--- src/rtl/mux_arb_pkg.sv ---
// mux_arb_pkg: shared widths, FSM state type and round-robin pick for the mux arbiter
package mux_arb_pkg;
  localparam int NREQ  = 8;
  localparam int SELW  = 3;
  localparam int DATAW = 32;
  typedef enum logic {IDLE, GRANT} state_e;
  // Returns {found, index}; scans ptr+1 .. ptr+8 so ptr itself is checked last.
  function automatic logic [SELW:0] rr_pick(input logic [NREQ-1:0] req, input logic [SELW-1:0] ptr);
    logic [SELW:0] r;
    logic [SELW-1:0] idx;
    r = '0;
    for (int k = NREQ; k >= 1; k--) begin
      idx = ptr + SELW'(k);
      if (req[idx]) r = {1'b1, idx};
    end
    return r;
  endfunction
endpackage

--- src/rtl/mux_rr_arbiter_mux8to1.sv ---
// mux8to1: 8-input data select, In(i+1) chosen by Sel=i
module mux8to1
  import mux_arb_pkg::*;
(
  input  logic [SELW-1:0]  Sel,
  input  logic [DATAW-1:0] In1,
  input  logic [DATAW-1:0] In2,
  input  logic [DATAW-1:0] In3,
  input  logic [DATAW-1:0] In4,
  input  logic [DATAW-1:0] In5,
  input  logic [DATAW-1:0] In6,
  input  logic [DATAW-1:0] In7,
  input  logic [DATAW-1:0] In8,
  output logic [DATAW-1:0] Out
);
  logic [DATAW-1:0] in_a [NREQ];
  assign in_a = '{In1, In2, In3, In4, In5, In6, In7, In8};
  assign Out = in_a[Sel];
endmodule

--- src/rtl/mux_rr_arbiter.sv ---
// mux_rr_arbiter: round-robin owner of the shared 8:1 mux with packet hold and valid/ready output
module mux_rr_arbiter
  import mux_arb_pkg::*;
#(
  parameter int MAX_HOLD = 4
) (
  input  logic                  clk,
  input  logic                  rst_n,
  input  logic [NREQ-1:0]       Req,
  input  logic [NREQ-1:0]       Last,
  input  logic [NREQ*DATAW-1:0] Data,
  output logic [NREQ-1:0]       Grant,
  output logic [SELW-1:0]       Sel,
  output logic [DATAW-1:0]      Out,
  output logic                  OutValid,
  input  logic                  OutReady,
  output logic                  Busy
);
  localparam logic [3:0] HOLD = 4'(MAX_HOLD);
  state_e state_q, state_d;
  logic [SELW-1:0] sel_q, sel_d, ptr_q, ptr_d;
  logic [3:0] cnt_q, cnt_d;
  logic [SELW:0] pick;
  logic beat, rel;
  assign Busy     = state_q == GRANT;
  assign Sel      = sel_q;
  assign Grant    = Busy ? NREQ'(1) << sel_q : '0;
  assign OutValid = Busy & Req[sel_q];
  assign beat     = OutValid & OutReady;
  assign rel      = Busy & (~Req[sel_q] | (beat & (Last[sel_q] | (cnt_q + 4'd1 == HOLD))));
  // In GRANT the search rotates past the current owner, which becomes the new ptr on release.
  assign pick     = rr_pick(Req, Busy ? sel_q : ptr_q);
  always_comb begin
    state_d = state_q;
    sel_d   = sel_q;
    ptr_d   = rel ? sel_q : ptr_q;
    cnt_d   = rel ? 4'd0 : cnt_q + 4'(beat);
    if (!Busy || rel) begin
      state_d = pick[SELW] ? GRANT : IDLE;
      sel_d   = pick[SELW] ? pick[SELW-1:0] : sel_q;
    end
  end
  always_ff @(posedge clk or negedge rst_n) begin
    if (!rst_n) begin
      state_q <= IDLE;
      sel_q   <= '0;
      ptr_q   <= SELW'(NREQ - 1);
      cnt_q   <= '0;
    end else begin
      state_q <= state_d;
      sel_q   <= sel_d;
      ptr_q   <= ptr_d;
      cnt_q   <= cnt_d;
    end
  end
  mux8to1 u_mux (
    .Sel(sel_q),
    .In1(Data[0*DATAW +: DATAW]),
    .In2(Data[1*DATAW +: DATAW]),
    .In3(Data[2*DATAW +: DATAW]),
    .In4(Data[3*DATAW +: DATAW]),
    .In5(Data[4*DATAW +: DATAW]),
    .In6(Data[5*DATAW +: DATAW]),
    .In7(Data[6*DATAW +: DATAW]),
    .In8(Data[7*DATAW +: DATAW]),
    .Out(Out)
  );
endmodule

--- config.mk ---
export PLATFORM = sky130hd
export DESIGN_NAME = mux_rr_arbiter
export DESIGN_NICKNAME = d
export VERILOG_FILES = /design/src/rtl/mux_arb_pkg.sv /design/src/rtl/mux_rr_arbiter_mux8to1.sv /design/src/rtl/mux_rr_arbiter.sv
export SDC_FILE = /design/constraint.sdc
export NUM_CORES = 1
export LEC_CHECK = 0
export BUFFER_PORTS_ARGS = -buffer_cell sky130_fd_sc_hd__buf_2
export CORE_AREA = 3 3 124 126
export DETAILED_ROUTE_END_ITERATION = 12
export DIE_AREA = 0 0 127 129
export GPL_TIMING_DRIVEN = 1
export PLACE_DENSITY = 0.62
export REMOVE_ABC_BUFFERS = 1
export SLEW_MARGIN = 20
export SYNTH_ARGS = -nofsm -noshare
export SYNTH_HDL_FRONTEND = slang
export SYNTH_SLANG_ARGS = --single-unit
--- constraint.sdc ---
create_clock -name clk -period 4.3 [get_ports clk]
set_input_delay 0.43 -clock clk [delete_from_list [all_inputs] [get_ports clk]]
set_output_delay 0.43 -clock clk [all_outputs]
set_load 0.02 [all_outputs]
==> metrics.yaml <==
outcome:
  outcome: "completed"
sta:
  holdWs_ns: 0.05630
  hold_viol_final: 0
  rsz0062_at_grt: "false"
  min_period_ns: 3.382
  tightest_slew_ns: 0.9498
  relSlewSlack_pct: 36.68
  setup_tns_ns: 0
  slew_violations: 0
  fmax_mhz: 295.7
  clock_skew_ns: 0.001219
  setup_viol: 0
  post-route-period-util_pct: 78.65
worst_setup_path:
  max_stage_delay_ns: 0.60
  timing.critical_path.mode_cell: "mux2i_1"
  path_buf_inv: 1
  critPathMaxFanout: 11
  path_cells: "mux2i_1, buf_4, ha_1, mux2i_1, and2_1, nand2_1, o21ai_0, a211oi_1, nor4_2, a22oi_2, mux2_2"
  cp.arrival_ns: 3.50
  critPathSlowestCell: "dfrtp_1"
  criticalPathCategory: "register to register"
  crit_family: "multiplexers"
  crit_path_start_kind: "register"
  required_ns: 4.42
  cp-end-kind: "register"
synth:
  synth-adder-area-share_pct: 1.444
  synth_xor_area_share_pct: 1.227
  async_flop_share_pct: 100.0
  ys.flop_type: "dfrtp_1"
  syn_area_per_cell_sq_um: 11.83
  synthCells: 293
  ys_types: 48
  synthSimpleGateAreaFrac_pct: 9.166
  synth_enable_flop_cells: 0
  ys_seq_area_share_pct: 8.048
  synth_mux_area_share_pct: 67.99
  synth_area_leaders: "mux4_2 47%, mux2_2 13%, dfrtp_1 5.8%"
  netlist_area_sq_um: 3467
  synth_top_family_by_area: "multiplexers"
  synth_top_area_share_pct: 46.77
  ys_seq_elements: 11
  yosys_warnings: 0
  synth_compound_area_share_pct: 7.831
  synth_area_leader_cell: "mux4_2"
clock_tree:
  tritoncts.num_buffers: 3
  clock-sinks: 11
  cts_htree_levels: 1
  cts_buffer_depth: 2
  postCtsSetupBuffers: 0
  clk_pin_slew_ns: 0.04
  insertion_delay_ns: 0.24
  clockRootBuffer: "clkbuf_16"
  cts_resized: 0
  cts_tree: "done"
  cts.hold.buffers_added: 0
routing:
  ant_nets: 0
  avgRoutedWirePerCell_microns: 21.94
  drt-pass1-iter-count: 4
  wl_microns: 17130
  drt_iter0_markers: 193
  vias: 3998
  viasPerCell: 5.119
  drc: 0
floorplan:
  core_area_sq_um: 14420
  die_h_microns: 129
  rows: 44
  io_pins: 320
  die_x_microns: 127
  start_util_pct: 24.04
  die_area_sq_um: 16380
power:
  p_leak_nw: 2.500
  p_sw_mw: 1.967
  p_clk_share_pct: 4.3
  switching_share_pct: 50.22
  internal_power_mw: 1.950
  p_per_area_nw_per_um2: 738.8
  power_frac_seq_pct: 5.8
  combPwrFrac_pct: 89.9
  vdd_ir_drop_max_mv: 0.5380
finish:
  final_common_cell: "buf_2"
  nets: 874
  layout_common_cells: "319 x buf_2, 72 x mux4_2, 40 x mux2_2"
  drive_gt1_share_pct: 76.60
  areaGrowthSynthToFinish_pct: 52.94
global_routing:
  antenna_found_initial: 8
  grt_pass1_wl_microns: 24300
  grt.overflow.total: 0
  first_global_vias: 4118
  track_usage_pct: 19.38
  grt_max_degree: 73
flow_run:
  drv_cap: 0
place:
  dpl.hpwl_microns: 14680
  port_buffers: 319
  gp_congestion: 0.9032
hold_path:
  min_path_type: "input port to async pin"
-- metal layers --
metal / vias up / wire length (microns) / track usage (%)
met1: 1948 / 6599 / 23.80
li1: 1837 / - / -
met4: 8 / 242 / 3.218
met2: 177 / 8437 / 33.37
met3: 28 / 1805 / 6.932
met5: - / 48 / 0
-- stage by stage --
step / power [mW] / cells / utilization [%] / instance area, sq um / setup slack, ns
6_report: 3.918 / 781 / 36.76 / 5303 / 0.9179
5_1_grt: 4.225 / 779 / 36.73 / 5298 / 0.6465
4_1_cts: 3.954 / 778 / 36.71 / 5295 / 0.9295
3_5_place_dp: 3.771 / 774 / 36.16 / 5216 / 0.9418
3_3_place_gp: 3.764 / 774 / 36.16 / 5216 / 0.9787
2_1_floorplan: 2.894 / 265 / - / 3336 / -1.547
-- power by group through the flow --
stage	Combinational (mW)	Clock, mW	Sequential, mW
floorplan	2.41	0	0.482
global placement	3.53	0	0.230
detailed placement	3.54	0	0.234
CTS	3.55	0.171	0.232
global route	3.81	0.178	0.235
finish	3.52	0.168	0.226
-- registers in the layout, summed over array words and instances (netlist names) --
| name | flops |
|---|---|
| Busy | 1 |
| ptr_q | 3 |
| Sel | 3 |
| cnt_q | 4 |
-- final cells by class --
cell class,instances,area [sq um]
Sequential cell,11,287.8
Clock buffer,4,78.83
Antenna cell,3,7.507
Tap cell,184,230.2
Fill cell,1474,9121
Inverter,4,17.52
Timing Repair Buffer,325,1642
Multi-Input combinational cell,250,3039
-- synth_stat cells, types with 4 or more instances --
| master | count |
|---|---|
| a21oi_1 | 7 |
| and2_1 | 7 |
| buf_1 | 9 |
| clkbuf_1 | 15 |
| dfrtp_1 | 8 |
| ha_1 | 4 |
| mux2_2 | 40 |
| mux2i_1 | 20 |
| mux4_2 | 72 |
| nand2_1 | 21 |
| nor2_1 | 16 |
| nor3_1 | 5 |
| o21ai_0 | 8 |
| o221ai_1 | 4 |
| o22ai_1 | 4 |
| or3_1 | 4 |
-- final timing paths --
| check | startpoint | end | slack [ns] | cells after the start |
|---|---|---|---|---|
| worst min-delay path | rst_n | cnt_q[1] | 0.06 | 1 |
| min in group clk | cnt_q[0] | cnt_q[0] | 0.61 | 2 |
| worst min register to register | cnt_q[0] | cnt_q[0] | 0.61 | 2 |
| worst max register to register | Busy | Sel[0] | 0.92 | 11 |
| max in group asynchronous | rst_n | ptr_q[0] | 3.98 | 1 |
| worst max-delay path | Busy | Sel[0] | 0.92 | 11 |
-- logic make-up after synthesis --
kind of cell    after synthesis
flops                        11
xor+xnor                      4
mux                         137
compound gates               40
fa+ha+maj                     4
simple gates                 65
buf+inv                      32
(Power assumes the default switching activity.)
